## src/rtl/cmd_pkg.sv

```systemverilog
// Constants, state encoding and length helper for the TRS-80 /CMD format,
// shared by cmd_saver and the CMD download loader.
package cmd_pkg;

   localparam logic [7:0] CMD_TYPE_DATA = 8'h01;
   localparam logic [7:0] CMD_TYPE_EXEC = 8'h02;
   localparam logic [7:0] CMD_TYPE_NAME = 8'h05;
   localparam int         CMD_BLOCK_MAX = 256;

   typedef enum logic [3:0] {
      IDLE,
      D_TYPE,
      D_LEN,
      D_LSB,
      D_MSB,
      D_FETCH,
      D_DATA,
      X_TYPE,
      X_LEN,
      X_LSB,
      X_MSB,
`ifdef CMD_SAVER_LOADMOD_EN
      N_TYPE,
      N_LEN,
      N_BYTE,
`endif
      DONE
   } cmd_state_t;

   // The length byte counts the two address bytes, so a full 256-byte block encodes as 0x02.
   function automatic logic [7:0] cmd_len_enc(input logic [8:0] n);
      return 8'(n + 9'd2);
   endfunction

endpackage

```

## src/rtl/cmd_saver.sv

```systemverilog
// cmd_saver: streams a RAM range out as a TRS-80 /CMD file over the ioctl upload path.
// Defining CMD_SAVER_LOADMOD_EN adds load_name and a leading type-05 name block.
module cmd_saver
   import cmd_pkg::*;
#(
   parameter int DATA   = 8,
   parameter int ADDR   = 16,
   parameter int INDEX  = 2,
   parameter int RD_LAT = 1
) (
   input  logic            clock,
   input  logic            reset_n,
   input  logic            start,
   input  logic [ADDR-1:0] start_addr,
   input  logic [ADDR-1:0] end_addr,
   input  logic [ADDR-1:0] exec_addr,
`ifdef CMD_SAVER_LOADMOD_EN
   input  logic [63:0]     load_name,
`endif
   input  logic            ioctl_upload,
   input  logic [7:0]      ioctl_index,
   input  logic            ioctl_rd,
   output logic [DATA-1:0] ioctl_din,
   output logic            ioctl_wait,
   output logic            ram_rd,
   output logic [ADDR-1:0] ram_addr,
   input  logic [DATA-1:0] ram_data,
   output logic [23:0]     file_size,
   output logic            busy,
   output logic            done
);

   localparam int CW = ADDR + 1;
`ifdef CMD_SAVER_LOADMOD_EN
   localparam int NAME_BYTES = 10;
`else
   localparam int NAME_BYTES = 0;
`endif

   cmd_state_t      state_q, state_d;
   logic [ADDR-1:0] addr_q, addr_d;
   logic [ADDR-1:0] exec_q, exec_d;
   logic [CW-1:0]   cnt_q, cnt_d;
   logic [8:0]      blk_q, blk_d;
   logic [1:0]      lat_q, lat_d;
   logic [DATA-1:0] din_q, din_d;
   logic [23:0]     fsize_q, fsize_d;
   logic            wait_q, wait_d;
   logic            ram_rd_q, ram_rd_d;
   logic            busy_q, busy_d;
   logic            done_q, done_d;
   logic            sel_q, sel_d;
`ifdef CMD_SAVER_LOADMOD_EN
   logic [63:0]     name_q, name_d;
   logic [2:0]      idx_q, idx_d;
`endif

   logic            sel, consume;
   logic [CW-1:0]   n_tot, n_blk, rem;
   logic [8:0]      first_len, next_len;

   assign sel       = ioctl_upload && (ioctl_index == 8'(INDEX));
   assign consume   = sel && ioctl_rd && !wait_q;
   assign n_tot     = (end_addr >= start_addr) ?
                      ({1'b0, end_addr} - {1'b0, start_addr} + CW'(1)) : '0;
   assign n_blk     = (n_tot + CW'(255)) >> 8;
   assign rem       = cnt_q - CW'(1);
   assign first_len = (n_tot > CW'(CMD_BLOCK_MAX)) ? 9'(CMD_BLOCK_MAX) : n_tot[8:0];
   assign next_len  = (rem > CW'(CMD_BLOCK_MAX)) ? 9'(CMD_BLOCK_MAX) : rem[8:0];

   always_comb begin
      state_d  = state_q;
      addr_d   = addr_q;
      exec_d   = exec_q;
      cnt_d    = cnt_q;
      blk_d    = blk_q;
      lat_d    = lat_q;
      din_d    = din_q;
      fsize_d  = fsize_q;
      wait_d   = wait_q;
      ram_rd_d = 1'b0;
      busy_d   = busy_q;
      done_d   = 1'b0;
      sel_d    = sel;
`ifdef CMD_SAVER_LOADMOD_EN
      name_d   = name_q;
      idx_d    = idx_q;
`endif
      case (state_q)
         IDLE, DONE: begin
            state_d = IDLE;
            if (start) begin
               addr_d  = start_addr;
               exec_d  = exec_addr;
               cnt_d   = n_tot;
               blk_d   = first_len;
               fsize_d = 24'(n_tot) + 24'({n_blk, 2'b00}) + 24'(4 + NAME_BYTES);
               busy_d  = 1'b1;
               wait_d  = 1'b0;
`ifdef CMD_SAVER_LOADMOD_EN
               name_d  = load_name;
               state_d = N_TYPE;
               din_d   = CMD_TYPE_NAME;
`else
               if (n_tot != '0) begin
                  state_d = D_TYPE;
                  din_d   = CMD_TYPE_DATA;
               end else begin
                  state_d = X_TYPE;
                  din_d   = CMD_TYPE_EXEC;
               end
`endif
            end
         end
`ifdef CMD_SAVER_LOADMOD_EN
         N_TYPE: if (consume) begin
            state_d = N_LEN;
            din_d   = 8'h08;
         end
         N_LEN: if (consume) begin
            state_d = N_BYTE;
            din_d   = name_q[63:56];
            idx_d   = 3'd0;
         end
         N_BYTE: if (consume) begin
            if (idx_q == 3'd7) begin
               state_d = (cnt_q != '0) ? D_TYPE : X_TYPE;
               din_d   = (cnt_q != '0) ? CMD_TYPE_DATA : CMD_TYPE_EXEC;
            end else begin
               idx_d  = idx_q + 3'd1;
               name_d = name_q << 8;
               din_d  = name_q[55:48];
            end
         end
`endif
         D_TYPE: if (consume) begin
            state_d = D_LEN;
            din_d   = cmd_len_enc(blk_q);
         end
         D_LEN: if (consume) begin
            state_d = D_LSB;
            din_d   = addr_q[7:0];
         end
         D_LSB: if (consume) begin
            state_d = D_MSB;
            din_d   = addr_q[15:8];
         end
         D_MSB: if (consume) begin
            state_d  = D_FETCH;
            wait_d   = 1'b1;
            ram_rd_d = 1'b1;
            lat_d    = 2'(RD_LAT);
         end
         // lat_q reaches zero in the cycle the RAM presents the read data.
         D_FETCH: begin
            if (lat_q == 2'd0) begin
               state_d = D_DATA;
               din_d   = ram_data;
               wait_d  = 1'b0;
            end else begin
               lat_d = lat_q - 2'd1;
            end
         end
         D_DATA: if (consume) begin
            addr_d = addr_q + 1'b1;
            cnt_d  = rem;
            if (blk_q != 9'd1) begin
               blk_d    = blk_q - 9'd1;
               state_d  = D_FETCH;
               wait_d   = 1'b1;
               ram_rd_d = 1'b1;
               lat_d    = 2'(RD_LAT);
            end else if (rem != '0) begin
               blk_d   = next_len;
               state_d = D_TYPE;
               din_d   = CMD_TYPE_DATA;
            end else begin
               state_d = X_TYPE;
               din_d   = CMD_TYPE_EXEC;
            end
         end
         X_TYPE: if (consume) begin
            state_d = X_LEN;
            din_d   = 8'h02;
         end
         X_LEN: if (consume) begin
            state_d = X_LSB;
            din_d   = exec_q[7:0];
         end
         X_LSB: if (consume) begin
            state_d = X_MSB;
            din_d   = exec_q[15:8];
         end
         X_MSB: if (consume) begin
            state_d = DONE;
            wait_d  = 1'b1;
            busy_d  = 1'b0;
            done_d  = 1'b1;
         end
         default: state_d = IDLE;
      endcase

      // Host dropped the upload for our index: abandon the stream without done.
      if (busy_q && sel_q && !ioctl_upload) begin
         state_d  = IDLE;
         busy_d   = 1'b0;
         wait_d   = 1'b1;
         ram_rd_d = 1'b0;
         done_d   = 1'b0;
      end
   end

   always_ff @(posedge clock or negedge reset_n) begin
      if (!reset_n) begin
         state_q  <= IDLE;
         addr_q   <= '0;
         exec_q   <= '0;
         cnt_q    <= '0;
         blk_q    <= '0;
         lat_q    <= '0;
         din_q    <= '0;
         fsize_q  <= '0;
         wait_q   <= 1'b1;
         ram_rd_q <= 1'b0;
         busy_q   <= 1'b0;
         done_q   <= 1'b0;
         sel_q    <= 1'b0;
`ifdef CMD_SAVER_LOADMOD_EN
         name_q   <= '0;
         idx_q    <= '0;
`endif
      end else begin
         state_q  <= state_d;
         addr_q   <= addr_d;
         exec_q   <= exec_d;
         cnt_q    <= cnt_d;
         blk_q    <= blk_d;
         lat_q    <= lat_d;
         din_q    <= din_d;
         fsize_q  <= fsize_d;
         wait_q   <= wait_d;
         ram_rd_q <= ram_rd_d;
         busy_q   <= busy_d;
         done_q   <= done_d;
         sel_q    <= sel_d;
`ifdef CMD_SAVER_LOADMOD_EN
         name_q   <= name_d;
         idx_q    <= idx_d;
`endif
      end
   end

   assign ioctl_din  = din_q;
   assign ioctl_wait = wait_q;
   assign ram_rd     = ram_rd_q;
   assign ram_addr   = addr_q;
   assign file_size  = fsize_q;
   assign busy       = busy_q;
   assign done       = done_q;

endmodule

```

## config.mk

```make
export PLATFORM = sky130hd
export DESIGN_NAME = cmd_saver
export DESIGN_NICKNAME = d
export VERILOG_FILES = /design/src/rtl/cmd_pkg.sv /design/src/rtl/cmd_saver.sv
export SDC_FILE = /design/constraint.sdc
export NUM_CORES = 1
export LEC_CHECK = 0
export BUFFER_PORTS_ARGS = -buffer_cell sky130_fd_sc_hd__buf_2
export CAP_MARGIN = 20
export CORE_MARGIN = 2
export CORE_UTILIZATION = 34
export DETAILED_ROUTE_END_ITERATION = 6
export SLEW_MARGIN = 0
export SYNTH_ARGS = -nofsm -noshare
export SYNTH_HDL_FRONTEND = slang
export SYNTH_SLANG_ARGS = --single-unit
export TNS_END_PERCENT = 30
```

## constraint.sdc

```tcl
create_clock -name clock -period 3.65 [get_ports clock]
set_input_delay 0 -clock clock [delete_from_list [all_inputs] [get_ports clock]]
set_output_delay 0 -clock clock [all_outputs]
set_load 0.03 [all_outputs]
```

==> impl_metrics.py <==
metrics = {
    "outcome": {
        "outcome": "complete, but fails checks",
        "violations": "negative setup slack",
    },
    "setup_path": {
        "r2r-start": "cnt_q[1]",
        "r2r_end": "blk_q[8]",
        "worst_setup_path_start_kind": "primary input",
        "cp.buffers_inverters": 4,
        "end_kind": "register",
        "ff2ff_path_depth": 11,
        "required_ps": 3960,
        "max_stage_delay_ps": 490,
        "critical_path_class": "in2reg",
        "startpoint": "start_addr[1]",
        "cp_max_fo": 3,
        "r2r_slack_ps": 370,
        "cp_top_family": "simple AND/OR/NAND/NOR gates",
        "cp.arrival_ps": 4380,
        "critPathMostFrequentCell": "ha_4",
        "cp_slowest_cell": "or4b_4",
    },
    "placement": {
        "port_buffers": 114,
        "dp_hpwl_mm": 20.0,
        "place_area_sq_mm": 0.0102,
        "place_congestion": 0.907,
    },
    "sta": {
        "tns_ps": -2330,
        "fmax_mhz": 246,
        "setup_ws_ps": -419,
        "relSlewSlack": 0.396,
        "rsz0062_at_grt": "true",
        "clock_skew_ps": 14.0,
        "setup_viol": 10,
        "final_max_slew_viol_count": 0,
        "fin_crit_sh": 1.11,
        "tightest_slew_ps": 905,
        "period_minus_slack_ps": 4070,
        "fin_hold_ws_ps": 20.4,
        "final_hold_viol_count": 0,
    },
    "power": {
        "p_sw_frac": 0.474,
        "p_int_uw": 3880,
        "power_density_mw_per_mm2": 652,
        "power_frac_seq": 0.282,
        "clkPwrFrac": 0.141,
        "switching_power_uw": 3490,
        "ir_drop_mv": 0.269,
        "p_leak_uw": 0.00511,
        "share_comb_of_total_power": 0.578,
    },
    "synth": {
        "yosys_warnings": 0,
        "synth-adder-area-share": 0.111,
        "syn_area_sq_mm": 0.00816,
        "synth_area_per_cell_sq_um": 8.19,
        "muxShareOfSynthArea": 0.0374,
        "synth_edf_count": 0,
        "postSynth.asyncResetShare": 1.00,
        "synthTopCellsByArea": "dfrtp_1, ha_1, a21oi_1",
        "synth_compound_area_frac": 0.245,
        "synthFlopType": "dfrtp_1",
        "synth-simple-area-share": 0.210,
        "ys_ff_latch": 95,
        "synth_top_family_by_area": "compound AO/OA/AOI/OAI gates",
        "seq_area_frac_synth": 0.291,
        "synth_top_cell_by_area": "dfrtp_1",
        "synth_cell_types": 85,
        "synthCells": 996,
        "synth_xor_xnor_area_share": 0.0439,
        "synth_top_area_frac": 0.288,
    },
    "final_layout": {
        "final_common_cell": "buf_4",
        "drive_gt1_frac": 0.327,
        "mostFrequentLayoutCells": "buf_4, buf_2, dfrtp_1",
        "design_area_sq_mm": 0.0113,
        "area_growth_pct": 38.5,
        "fin_nets": 1392,
        "fill_cells": 2293,
    },
    "drt": {
        "final_antenna_net_count": 0,
        "drt-total-wl_mm": 26.6,
        "first_iter_violations": 536,
        "vias": 8418,
        "routed_via_density": 5.32,
        "drcViolationCount": 0,
        "drt_pass1_iterations": 5,
        "wl_per_cell_microns": 16.8,
    },
    "global_route": {
        "grt_max_degree": 67,
        "globalRouteOverflowTotal": 0,
        "first_global_vias": 8304,
        "grt.total_usage": 0.209,
        "grt_first_pass_wirelength_mm": 43.1,
        "antenna_found_initial": 1,
    },
    "floorplan": {
        "dieArea_sq_mm": 0.0253,
        "core_area_sq_mm": 0.0235,
        "dieHeight_microns": 159,
        "fp.dieW_microns": 159,
        "start_util": 0.347,
        "rows": 56,
        "io_pins": 121,
    },
    "clock_tree": {
        "clkLatencyLatePin_ps": 360,
        "htreeDepth": 3,
        "cts_tree": "done",
        "ctsRootBufferMaster": "clkbuf_16",
        "clk_pin_slew_ps": 80,
        "clockBufferDepth": 2,
        "numCtsBuffers": 9,
        "numClockSinks": 95,
    },
    "min_path": {
        "hold_end": "ram_addr[14]",
        "hp-start": "start_addr[14]",
        "worstHoldPathType": "in2reg",
        "hold_depth": 3,
    },
    "flow_run": {
        "drv_cap": 0,
    },
}
timing repair:
item | in CTS | in global routing
buffers inserted | 11 | 9
resized for setup | 54 | 14
setup endpoints to repair | 11 | 11
hold endpoints to repair | 90 | 0
pin swaps | 42 | 12
hold buffers | 27 | 0
cell families (layout without fill, tap and decap cells):
logic type | after synthesis | in the layout
adders and majority gates | 67 | 67
AOI/OAI and AO/OA | 303 | 303
and+or+nand+nor | 341 | 341
DFF | 95 | 95
other | 1 | 7
buffers and inverters | 121 | 381
xor gates and xnor gates | 40 | 40
muxes | 28 | 28
worst reg2reg max path: stages, from the launching register on:
cell,delay [ps]
dfrtp_1,420
inv_1,120
ha_1,260
or3b_1,480
or3_4,440
a211oi_1,390
o2111ai_2,310
o21ai_2,260
buf_12,180
a21oi_1,60
a21o_1,160
o31a_1,90
Yosys cell counts, types with 13 or more instances:
| cell | number |
|---|---|
| a21oi_1 | 87 |
| and3_1 | 15 |
| clkbuf_1 | 47 |
| dfrtp_1 | 94 |
| ha_1 | 58 |
| inv_1 | 52 |
| mux2_2 | 20 |
| nand2_1 | 91 |
| nand3_1 | 26 |
| nor2_1 | 84 |
| nor3_1 | 38 |
| o21ai_0 | 61 |
| o22ai_1 | 21 |
| o31ai_1 | 13 |
| xnor2_1 | 24 |
| xor2_1 | 15 |
power by group through the flow:
stage | clock network (uW) | logic [uW] | registers [uW]
2_1_floorplan | 0 | 2420 | 2280
3_3_place_gp | 0 | 3980 | 2080
3_5_place_dp | 0 | 4030 | 2090
4_1_cts | 1050 | 4210 | 2070
5_1_grt | 1110 | 4670 | 2150
6_report | 1040 | 4260 | 2080
how the worst max path moves through the flow:
stage	endpoint	slack, ps	cells after the start
after floorplan	file_size[15]	-710	23
after CTS	file_size[15]	-440	23
after global placement	file_size[13]	-920	24
final	file_size[15]	-420	25
after detailed placement	file_size[16]	-1020	23
after global routing	file_size[13]	-620	26
layer usage:
metal  part of all wire  vias up  track usage
met1               0.44     3987        0.270
met2               0.49      252        0.361
met5                  0        -            0
met4              0.020        0       0.0566
met3              0.054       38       0.0371
li1                   -     4141            -
sequential cells by signal, indices dropped and copies added, names as in the netlist, 2 cells and up:
signal     count
ram_addr      16
exec_q        16
state_q        4
file_size     18
lat_q          2
ioctl_din      8
blk_q          9
cnt_q         17
stage by stage:
step	utilization	worst slack (ps)	std cells	total power (uW)
after global routing	0.480	-619	1580	7920
after floorplan	-	-714	1001	4710
after detailed placement	0.434	-1020	1517	6110
after global placement	0.434	-918	1517	6060
after CTS	0.474	-442	1571	7340
final	0.480	-419	1581	7370
cell type report:
type                       instances  area [sq um]  share of cell area
sequential                        95          2380               0.210
inverter                          52           213              0.0188
clock inverter                     6          75.1             0.00664
tap                              319           399              0.0353
clock buffer                      10           239              0.0211
timing repair buffer             313          2230               0.197
multi-input combinational        785          5770               0.510
antenna                            1          2.50            0.000221
Note: power is estimated with default switching activity, not from simulation.
